$ cat src/rtl/id_stage.sv
// Instruction-decode stage of the 5-stage MIPS pipeline: register file with WB bypass,
// control decode, load-use / branch-operand hazard detection and branch/jump resolution.
module id_stage (
  input  logic        clk,
  input  logic        rst,
  input  logic [31:0] instr,
  input  logic [31:0] pc_plus4,
  input  logic        wb_reg_write,
  input  logic [4:0]  wb_write_reg,
  input  logic [31:0] wb_write_data,
  input  logic        ex_mem_read,
  input  logic        ex_reg_write,
  input  logic [4:0]  ex_write_reg,
  input  logic        mem_mem_read,
  input  logic [4:0]  mem_write_reg,
  output logic [2:0]  alu_function,
  output logic        alu_src,
  output logic        reg_write,
  output logic        mem_read,
  output logic        mem_write,
  output logic [1:0]  reg_dst,
  output logic [1:0]  mem_to_reg,
  output logic [31:0] read_data1,
  output logic [31:0] read_data2,
  output logic [31:0] sign_extend,
  output logic [4:0]  rs,
  output logic [4:0]  rt,
  output logic [4:0]  rd,
  output logic [31:0] addPC,
  output logic        pc_write,
  output logic        if_id_write,
  output logic        if_id_flush,
  output logic [1:0]  pc_src,
  output logic [31:0] pc_target
);

  localparam logic [5:0] OP_RTYPE = 6'b000000;
  localparam logic [5:0] OP_LW    = 6'b100011;
  localparam logic [5:0] OP_SW    = 6'b101011;
  localparam logic [5:0] OP_BEQ   = 6'b000100;
  localparam logic [5:0] OP_BNE   = 6'b000101;
  localparam logic [5:0] OP_ADDI  = 6'b001000;
  localparam logic [5:0] OP_SLTI  = 6'b001010;
  localparam logic [5:0] OP_J     = 6'b000010;
  localparam logic [5:0] OP_JAL   = 6'b000011;

  localparam logic [2:0] ALU_AND = 3'b000;
  localparam logic [2:0] ALU_OR  = 3'b001;
  localparam logic [2:0] ALU_ADD = 3'b010;
  localparam logic [2:0] ALU_SUB = 3'b110;
  localparam logic [2:0] ALU_SLT = 3'b111;

  logic [5:0]  opcode;
  logic [5:0]  funct;
  logic [31:0] regs [32];
  logic [31:0] rd1_raw;
  logic [31:0] rd2_raw;

  assign opcode      = instr[31:26];
  assign funct       = instr[5:0];
  assign rs          = instr[25:21];
  assign rt          = instr[20:16];
  assign rd          = instr[15:11];
  assign sign_extend = {{16{instr[15]}}, instr[15:0]};
  assign addPC       = pc_plus4;

  always_ff @(posedge clk) begin
    if (rst) begin
      for (int i = 0; i < 32; i++) regs[i] <= '0;
    end else if (wb_reg_write && wb_write_reg != 5'd0) begin
      regs[wb_write_reg] <= wb_write_data;
    end
  end

  // Reads see a same-cycle WB write; r0 is hardwired to zero.
  always_comb begin
    rd1_raw = regs[rs];
    rd2_raw = regs[rt];
    if (wb_reg_write && wb_write_reg != 5'd0 && wb_write_reg == rs) rd1_raw = wb_write_data;
    if (wb_reg_write && wb_write_reg != 5'd0 && wb_write_reg == rt) rd2_raw = wb_write_data;
    if (rs == 5'd0) rd1_raw = '0;
    if (rt == 5'd0) rd2_raw = '0;
  end

  assign read_data1 = rst ? '0 : rd1_raw;
  assign read_data2 = rst ? '0 : rd2_raw;

  logic [2:0] dec_alu;
  logic       dec_alu_src, dec_reg_write, dec_mem_read, dec_mem_write;
  logic [1:0] dec_reg_dst, dec_mem_to_reg;
  logic       is_beq, is_bne, is_j, is_jal, is_jr, reads_rt;

  always_comb begin
    dec_alu        = ALU_AND;
    dec_alu_src    = 1'b0;
    dec_reg_write  = 1'b0;
    dec_mem_read   = 1'b0;
    dec_mem_write  = 1'b0;
    dec_reg_dst    = 2'b00;
    dec_mem_to_reg = 2'b00;
    is_beq         = 1'b0;
    is_bne         = 1'b0;
    is_j           = 1'b0;
    is_jal         = 1'b0;
    is_jr          = 1'b0;
    reads_rt       = 1'b0;
    case (opcode)
      OP_RTYPE: begin
        reads_rt = 1'b1;
        case (funct)
          6'b100000: begin dec_alu = ALU_ADD; dec_reg_write = 1'b1; dec_reg_dst = 2'b01; end
          6'b100010: begin dec_alu = ALU_SUB; dec_reg_write = 1'b1; dec_reg_dst = 2'b01; end
          6'b100100: begin dec_alu = ALU_AND; dec_reg_write = 1'b1; dec_reg_dst = 2'b01; end
          6'b100101: begin dec_alu = ALU_OR;  dec_reg_write = 1'b1; dec_reg_dst = 2'b01; end
          6'b101010: begin dec_alu = ALU_SLT; dec_reg_write = 1'b1; dec_reg_dst = 2'b01; end
          6'b001000: is_jr = 1'b1;
          default: ;
        endcase
      end
      OP_LW: begin
        dec_alu = ALU_ADD; dec_alu_src = 1'b1; dec_mem_read = 1'b1;
        dec_reg_write = 1'b1; dec_mem_to_reg = 2'b01;
      end
      OP_SW: begin
        dec_alu = ALU_ADD; dec_alu_src = 1'b1; dec_mem_write = 1'b1; reads_rt = 1'b1;
      end
      OP_ADDI: begin dec_alu = ALU_ADD; dec_alu_src = 1'b1; dec_reg_write = 1'b1; end
      OP_SLTI: begin dec_alu = ALU_SLT; dec_alu_src = 1'b1; dec_reg_write = 1'b1; end
      OP_BEQ:  begin is_beq = 1'b1; reads_rt = 1'b1; end
      OP_BNE:  begin is_bne = 1'b1; reads_rt = 1'b1; end
      OP_J:    is_j = 1'b1;
      OP_JAL: begin
        is_jal = 1'b1; dec_reg_write = 1'b1; dec_reg_dst = 2'b10; dec_mem_to_reg = 2'b10;
      end
      default: ;
    endcase
  end

  logic is_branch, load_use, ex_br_hazard, mem_br_hazard, stall, taken;

  assign is_branch = is_beq | is_bne;
  assign load_use  = ex_mem_read && ex_write_reg != 5'd0 &&
                     (ex_write_reg == rs || (reads_rt && ex_write_reg == rt));
  assign ex_br_hazard  = ex_reg_write && ex_write_reg != 5'd0 &&
                         (ex_write_reg == rs || (is_branch && ex_write_reg == rt));
  assign mem_br_hazard = mem_mem_read && mem_write_reg != 5'd0 &&
                         (mem_write_reg == rs || (is_branch && mem_write_reg == rt));
  // Reset must never hold the upstream stages, so it masks every stall source.
  assign stall = !rst && (load_use || ((is_branch || is_jr) && (ex_br_hazard || mem_br_hazard)));
  assign taken = (is_beq && read_data1 == read_data2) || (is_bne && read_data1 != read_data2);

  always_comb begin
    alu_function = dec_alu;
    alu_src      = dec_alu_src;
    reg_write    = dec_reg_write;
    mem_read     = dec_mem_read;
    mem_write    = dec_mem_write;
    reg_dst      = dec_reg_dst;
    mem_to_reg   = dec_mem_to_reg;
    pc_write     = !stall;
    if_id_write  = !stall;
    pc_src       = 2'b00;
    if_id_flush  = 1'b0;
    pc_target    = pc_plus4;
    if (is_branch)        pc_target = pc_plus4 + {sign_extend[29:0], 2'b00};
    else if (is_j || is_jal) pc_target = {pc_plus4[31:28], instr[25:0], 2'b00};
    else if (is_jr)       pc_target = read_data1;
    if (rst || stall) begin
      alu_function = 3'b000;
      alu_src      = 1'b0;
      reg_write    = 1'b0;
      mem_read     = 1'b0;
      mem_write    = 1'b0;
      reg_dst      = 2'b00;
      mem_to_reg   = 2'b00;
    end else begin
      if (taken)               begin pc_src = 2'b01; if_id_flush = 1'b1; end
      else if (is_j || is_jal) begin pc_src = 2'b10; if_id_flush = 1'b1; end
      else if (is_jr)          begin pc_src = 2'b11; if_id_flush = 1'b1; end
    end
  end

endmodule

$ cat config.mk
export PLATFORM = sky130hd
export DESIGN_NAME = id_stage
export DESIGN_NICKNAME = d
export VERILOG_FILES = /design/src/rtl/id_stage.sv
export SDC_FILE = /design/constraint.sdc
export NUM_CORES = 2
export LEC_CHECK = 0
export CAP_MARGIN = 40
export CORE_MARGIN = 3
export CORE_UTILIZATION = 50
export CTS_CLUSTER_DIAMETER = 120
export DETAILED_ROUTE_END_ITERATION = 10
export GPL_TIMING_DRIVEN = 0
export PLACE_DENSITY = 0.64
export SLEW_MARGIN = 0
export SYNTH_ARGS = -nofsm -noshare
export SYNTH_HDL_FRONTEND = slang
export SYNTH_SLANG_ARGS = --single-unit
$ cat constraint.sdc
create_clock -name clk -period 4.3 [get_ports clk]
set_clock_uncertainty 0.15 [all_clocks]
set_input_delay 0.645 -clock clk [delete_from_list [all_inputs] [get_ports clk]]
set_output_delay 0.645 -clock clk [all_outputs]
set_load 0.02 [all_outputs]
**After elaboration in Yosys (flattened, before gate mapping)**

Memories as Yosys holds them, arrays and structs flattened.
Cells that the tools add are included.

- Add/sub/neg operators: 1
- Bitwise logic cells: 1
- Reductions and logical operators: 39
- Mux-type cells: 49
- Equality and inequality tests: 22

Operator list:

| kind | count |
|---|---|
| 2-to-1 mux 32 bit | 10 |
| == test 6 bit (second input constant) | 7 |
| adder 32 bit | 1 |
| == test 32 bit | 1 |
| != test 32 bit | 1 |
| OR reduction 32 bit | 1 |
| == test 5 bit | 6 |
| 2-to-1 mux 1 bit | 26 |
| == test 6 x 4 -> 1 bit (second input constant) | 3 |
| logical AND 1 bit | 16 |
| nonzero test 5 bit | 3 |
| == test 6 x 2 -> 1 bit (second input constant) | 2 |
| == test 6 x 3 -> 1 bit (second input constant) | 2 |
| 2-to-1 mux 2 bit | 6 |
| case mux 3 bit (4 select lines) | 1 |
| OR reduction 4 bit | 3 |
| zero test 5 bit | 2 |
| logical OR 1 bit | 9 |
| case mux 3 bit (3 select lines) | 1 |
| case mux 2 bit (2 select lines) | 2 |
| zero test 6 bit | 1 |
| 2-to-1 mux 5 bit | 1 |
| OR reduction 5 bit | 1 |
| 2-to-1 mux 3 bit | 1 |
| other kinds (4) | 5 |

- Bits in writable memories: 1024
- Word-level logic and storage cells: 113
- Memories: 1
- Output and inout bits: 191
- Register bits after elaboration: 0
- Input bits: 117

Memory list:

| memory | depth | width | read ports | clocked after Yosys merged registers in | write ports | RTL line | text |
|---|---|---|---|---|---|---|---|
| regs | 32 | 32 | 2 | 0 | 32 | 55 | `logic [31:0] regs [32];` |

**Logic depth before layout (Yosys ltp)**

- Depth after elaboration: 12
- Depth in mapped cells: 15
- Gate-level depth less buffers: 13

**Worst setup path after synthesis**

Ideal clock, no wire load.

- Path kind: input to output
- Start: input instr[16]
- End: output pc_src[0]
- Required time: 3505 ps
- Arrival: 3528 ps
- Buffers on the path: 4
- Slack: -23 ps
- Cell stages on the path: 14
- Cell sequence: buf_6 buf_6 xnor2_1 nand3_1 clkbuf_1 or2_2 buf_2 a311oi_1 or3b_1 nand4_1 nor4_1 nand4_1 mux2i_1 o211ai_1

- Longest elaborated chain between the ends: 10
- Elaborated cells between the ends (all ways): 30
- Classes of those cells: 5 x eq/ne; 5 x mux; 19 x reduce/logical; 1 x memory

Ends and longest elaborated chain:

| element | RTL line | text |
|---|---|---|
| from (decl) | 6 | `input logic [31:0] instr,` |
| branches (longest 3 deep; another with memory read (32 x 32 bit)) | -- |  |
| 2-to-1 mux 32 bit (*) | 82 | `if (rt == 5'd0) rd2_raw = '0;` |
| 2-to-1 mux 32 bit (*) | 86 | `assign read_data2 = rst ? '0 : rd2_raw;` |
| via read_data2[11] | 24 | `output logic [31:0] read_data2,` |
| == test 32 bit / != test 32 bit (equally long branches) | 150 | `assign taken = (is_beq && read_data1 == read_data2) \|\| (is_bne && read_data1 != read_data2);` |
| logical AND 1 bit | 150 |  |
| logical OR 1 bit (*) | 150 |  |
| 2-to-1 mux 2 bit (*) | 177 | `if (taken) begin pc_src = 2'b01; if_id_flush = 1'b1; end` |
| 2-to-1 mux 2 bit (*) | 168 | `if (rst \|\| stall) begin` |
| to (decl) | 33 | `output logic [1:0] pc_src,` |

Mark *: on every way through the listed nets, which the timed path passes.

**Final worst setup path**

- Start: input instr[16]
- End: output if_id_flush

- Longest elaborated chain between the ends: 10
- Elaborated cells between the ends (all ways): 30
- Classes of those cells: 5 x eq/ne; 5 x mux; 19 x reduce/logical; 1 x memory

Ends and longest elaborated chain:

| element | RTL line | text |
|---|---|---|
| branches (longest 9 deep; another with memory read (32 x 32 bit)) | -- |  |
| 2-to-1 mux 1 bit (*) | 168 |  |
| to (decl) | 32 | `output logic if_id_flush,` |

Mark *: on every way between the ends.

==> flow_metrics.tcl <==
set metrics [dict create \
    status "finished, violations left" \
    violations "setup timing" \
    async_flop_share_pct 0 \
    synth_area_leaders "edfxtp_1 (52%), mux4_2 (20%), and2_1 (10%)" \
    dr.pass1.iters 6 \
    power_leakage_nw 27.06 \
    path_clk_slew_ps 70 \
    hold_viol_final 0 \
    ys_ff_latch 1024 \
    die-area_sq_mm 0.1217 \
    largest_register_ffs 1024 \
    place_hpwl_microns 222700 \
    coreArea_sq_mm 0.1164 \
    fp.dieH_microns 348.8 \
    synth_cells 4146 \
    io_buffer_count 296 \
    place.gp.congestion 1.059 \
    worstSetupEndpointType "primary output" \
    largestRegisters "regs: 1024 flops" \
    utilization_pct 64.72 \
    antenna_found_initial 26 \
    synth-edff-count 1024 \
    vias 47388 \
    maxCapViolations 0 \
    cts.sinks 1024 \
    syn_avg_cell_area_sq_um 14.17 \
    start_kind "input pin" \
    powerDensity_mw_per_mm2 370.0 \
    grt_usage_pct 50.18 \
    area_growth_pct 28.15 \
    largest_register "regs" \
    drt_iter0_drc 8640 \
    finalPower_mw 27.87 \
    ant_nets 0 \
    hp-class "input pin to flop" \
    path_max_fanout 7 \
    cts_buffers 110 \
    grt-ovfl-total 0 \
    worst_slew_margin_rel_pct 27.13 \
    yosysTopAreaCell "edfxtp_1" \
    cp.required_ps 3500 \
    setup_violations 43 \
    layout_setup_ws_ps -1523 \
    finalCritPeriodShare_pct 135.4 \
    slew_viol_final 0 \
    ys.flop_type "edfxtp_1" \
    syn_area_sq_mm 0.05877 \
    arrival_ps 5030 \
    ir_drop_mv 0.3495 \
    cts_tree "built" \
    worstMarginPinSlew_ps 1093 \
    drc 0 \
    start_util_pct 50.50 \
    grt_pass1_vias 43345 \
    final_layout_size_suffix_gt1_share_pct 33.37 \
    routedWlPerCell_microns 47.38 \
    htreeDepth 3 \
    wl_microns 308800 \
    synth.top_cell.area_share_pct 52.33 \
    yosysSeqAreaShare_pct 52.33 \
    num_io_pins 308 \
    cts_max_path_buffers 3 \
    cts-root-buf "clkbuf_16" \
    die_x_microns 348.8 \
    viasPerCell 7.269 \
    final_nets 5032 \
    grt_max_degree 26 \
    yosys_warnings 0 \
    clock.fmax_ghz 0.1717 \
    rows 125 \
    synth.distinct_cells 80 \
    post-route-min-period_ps 5823 \
    grt_first_pass_wirelength_microns 398800 \
    rsz0062_at_grt "yes" \
    path_class "input pin to primary output" \
]
path summary, 6_finish.rpt:
kind,from,end,cells after the start
min,wb_write_reg[4],regs[19][0],4
max,instr[16],if_id_flush,15
cell usage in the layout, fill, tap and decap left out, types with 21 or more instances in the layout:
cell type / netlist / routed
buf_6: 22 / 65
clkbuf_1: 277 / 234
clkbuf_16: 0 / 119
clkbuf_8: 0 / 25
nand2_1: 122 / 108
a22o_1: 39 / 34
mux4_2: 522 / 522
buf_16: 0 / 62
a21oi_1: 64 / 49
clkinv_1: 0 / 28
clkbuf_2: 0 / 25
dlygate4sd2_1: 0 / 45
xnor2_1: 31 / 28
nor3_1: 88 / 77
or2_2: 41 / 38
buf_8: 0 / 42
buf_2: 73 / 22
nor2_1: 79 / 78
edfxtp_1: 1024 / 1024
xor2_1: 27 / 26
mux2i_4: 0 / 27
conb_1: 1 / 32
and2_1: 937 / 937
nand4_1: 26 / 26
buf_4: 111 / 279
o22ai_1: 101 / 57
clkdlybuf4s50_1: 0 / 174
mux2i_1: 122 / 83
o22ai_2: 0 / 27
buf_12: 0 / 91
nand3_1: 58 / 38
dlymetal6s2s_1: 0 / 21
power by group:
| part | leakage, nW | internal, mW | total (mW) | switching (mW) |
|---|---|---|---|---|
| sequential | 9.75 | 11.5 | 11.8 | 0.293 |
| clock | 1.79 | 5.68 | 10.1 | 4.42 |
| combinational | 15.5 | 2.37 | 5.94 | 3.58 |
cells in the mapped netlist, drive strengths merged (5+ instances only):
library cell  number
edfxtp          1024
and2             938
mux4             522
clkbuf           277
buf              222
mux2i            124
nand2            122
o22ai            101
nor3              88
nor2              79
a21oi             64
nand3             58
or2               41
a22o              39
nor4              31
xnor2             31
o21ai             30
ha                29
a211oi            28
xor2              27
nand4             26
a21o              20
a22oi             20
a31o              15
a211o             14
nand3b            13
a32oi             11
inv               11
and3              10
nand2b             9
nor2b              8
or3                8
or3b               8
a221o              7
o211ai             7
o31ai              7
a31oi              6
o22a               6
a32o               5
nor3b              5
o21bai             5
or4                5
cell families (layout without fill, tap and decap cells):
kind of cell,Yosys count,count (layout),synth area share (%)
AND/OR/NAND/NOR,1459,1459,14.53
flip-flops,1024,1024,52.33
multiplexers,649,649,22.19
buffers and inverters,510,1308,4.403
AO/OA/AOI/OAI,415,415,5.029
XOR/XNOR,58,58,0.8644
adder cells (fa/ha/maj),30,30,0.6515
other,1,52,0.006381
repair_timing:
| action | CTS | global route |
|---|---|---|
| pin swaps | 70 | 51 |
| setup buffers | 132 | 72 |
| gates resized for setup | 1074 | 195 |
| endpoints found under the hold margin | 0 | 0 |
| hold buffers | 0 | 0 |
| endpoints found under the setup margin | 112 | 77 |
critical path, stage by stage:
cell and delay [ps]:
buf_16 130, buf_12 180, buf_16 200, buf_4 220, mux4_2 500, mux2i_1 550, mux4_2 420, o2bb2ai_2 150
nand4_1 190, o211ai_1 210, nor4_2 490, nand4_1 400, mux2i_1 340, nand3b_1 180, buf_6 170
final cells by class:
| class | count | area (sq um) |
|---|---|---|
| flip-flops and latches | 1024 | 30750 |
| fillers | 8636 | 41060 |
| clock buffers | 127 | 2838 |
| clock inverters | 75 | 849.6 |
| inverters | 11 | 46.29 |
| multi-input cells | 2643 | 27740 |
| repair buffers | 601 | 6496 |
| diodes | 20 | 50.05 |
| well taps | 1524 | 1907 |
| plain buffers | 494 | 4632 |
metrics by stage:
step	setup TNS (ps)	hold slack [ps]	cells	worst slack, ps	instance area (sq um)
2_1_floorplan	0	693.2	4177	6.694	58890
3_3_place_gp	-894720	1527	5997	-5249	63760
3_5_place_dp	-233210	1543	6099	-4175	65510
4_1_cts	-2778	659.5	6430	-1206	74040
5_1_grt	-3930	750.3	6502	-1251	75260
6_report	-5875	703.2	6519	-1523	75310
metal layers:
metal,up-vias,routed length (microns),global-route usage [%]
met4,22,27480,35.64
li1,17468,-,-
met1,23923,101000,61.24
met5,-,619,1.481
met3,1013,59140,29.12
met2,4962,120600,65.73
Note: power is estimated with default switching activity, not from simulation.
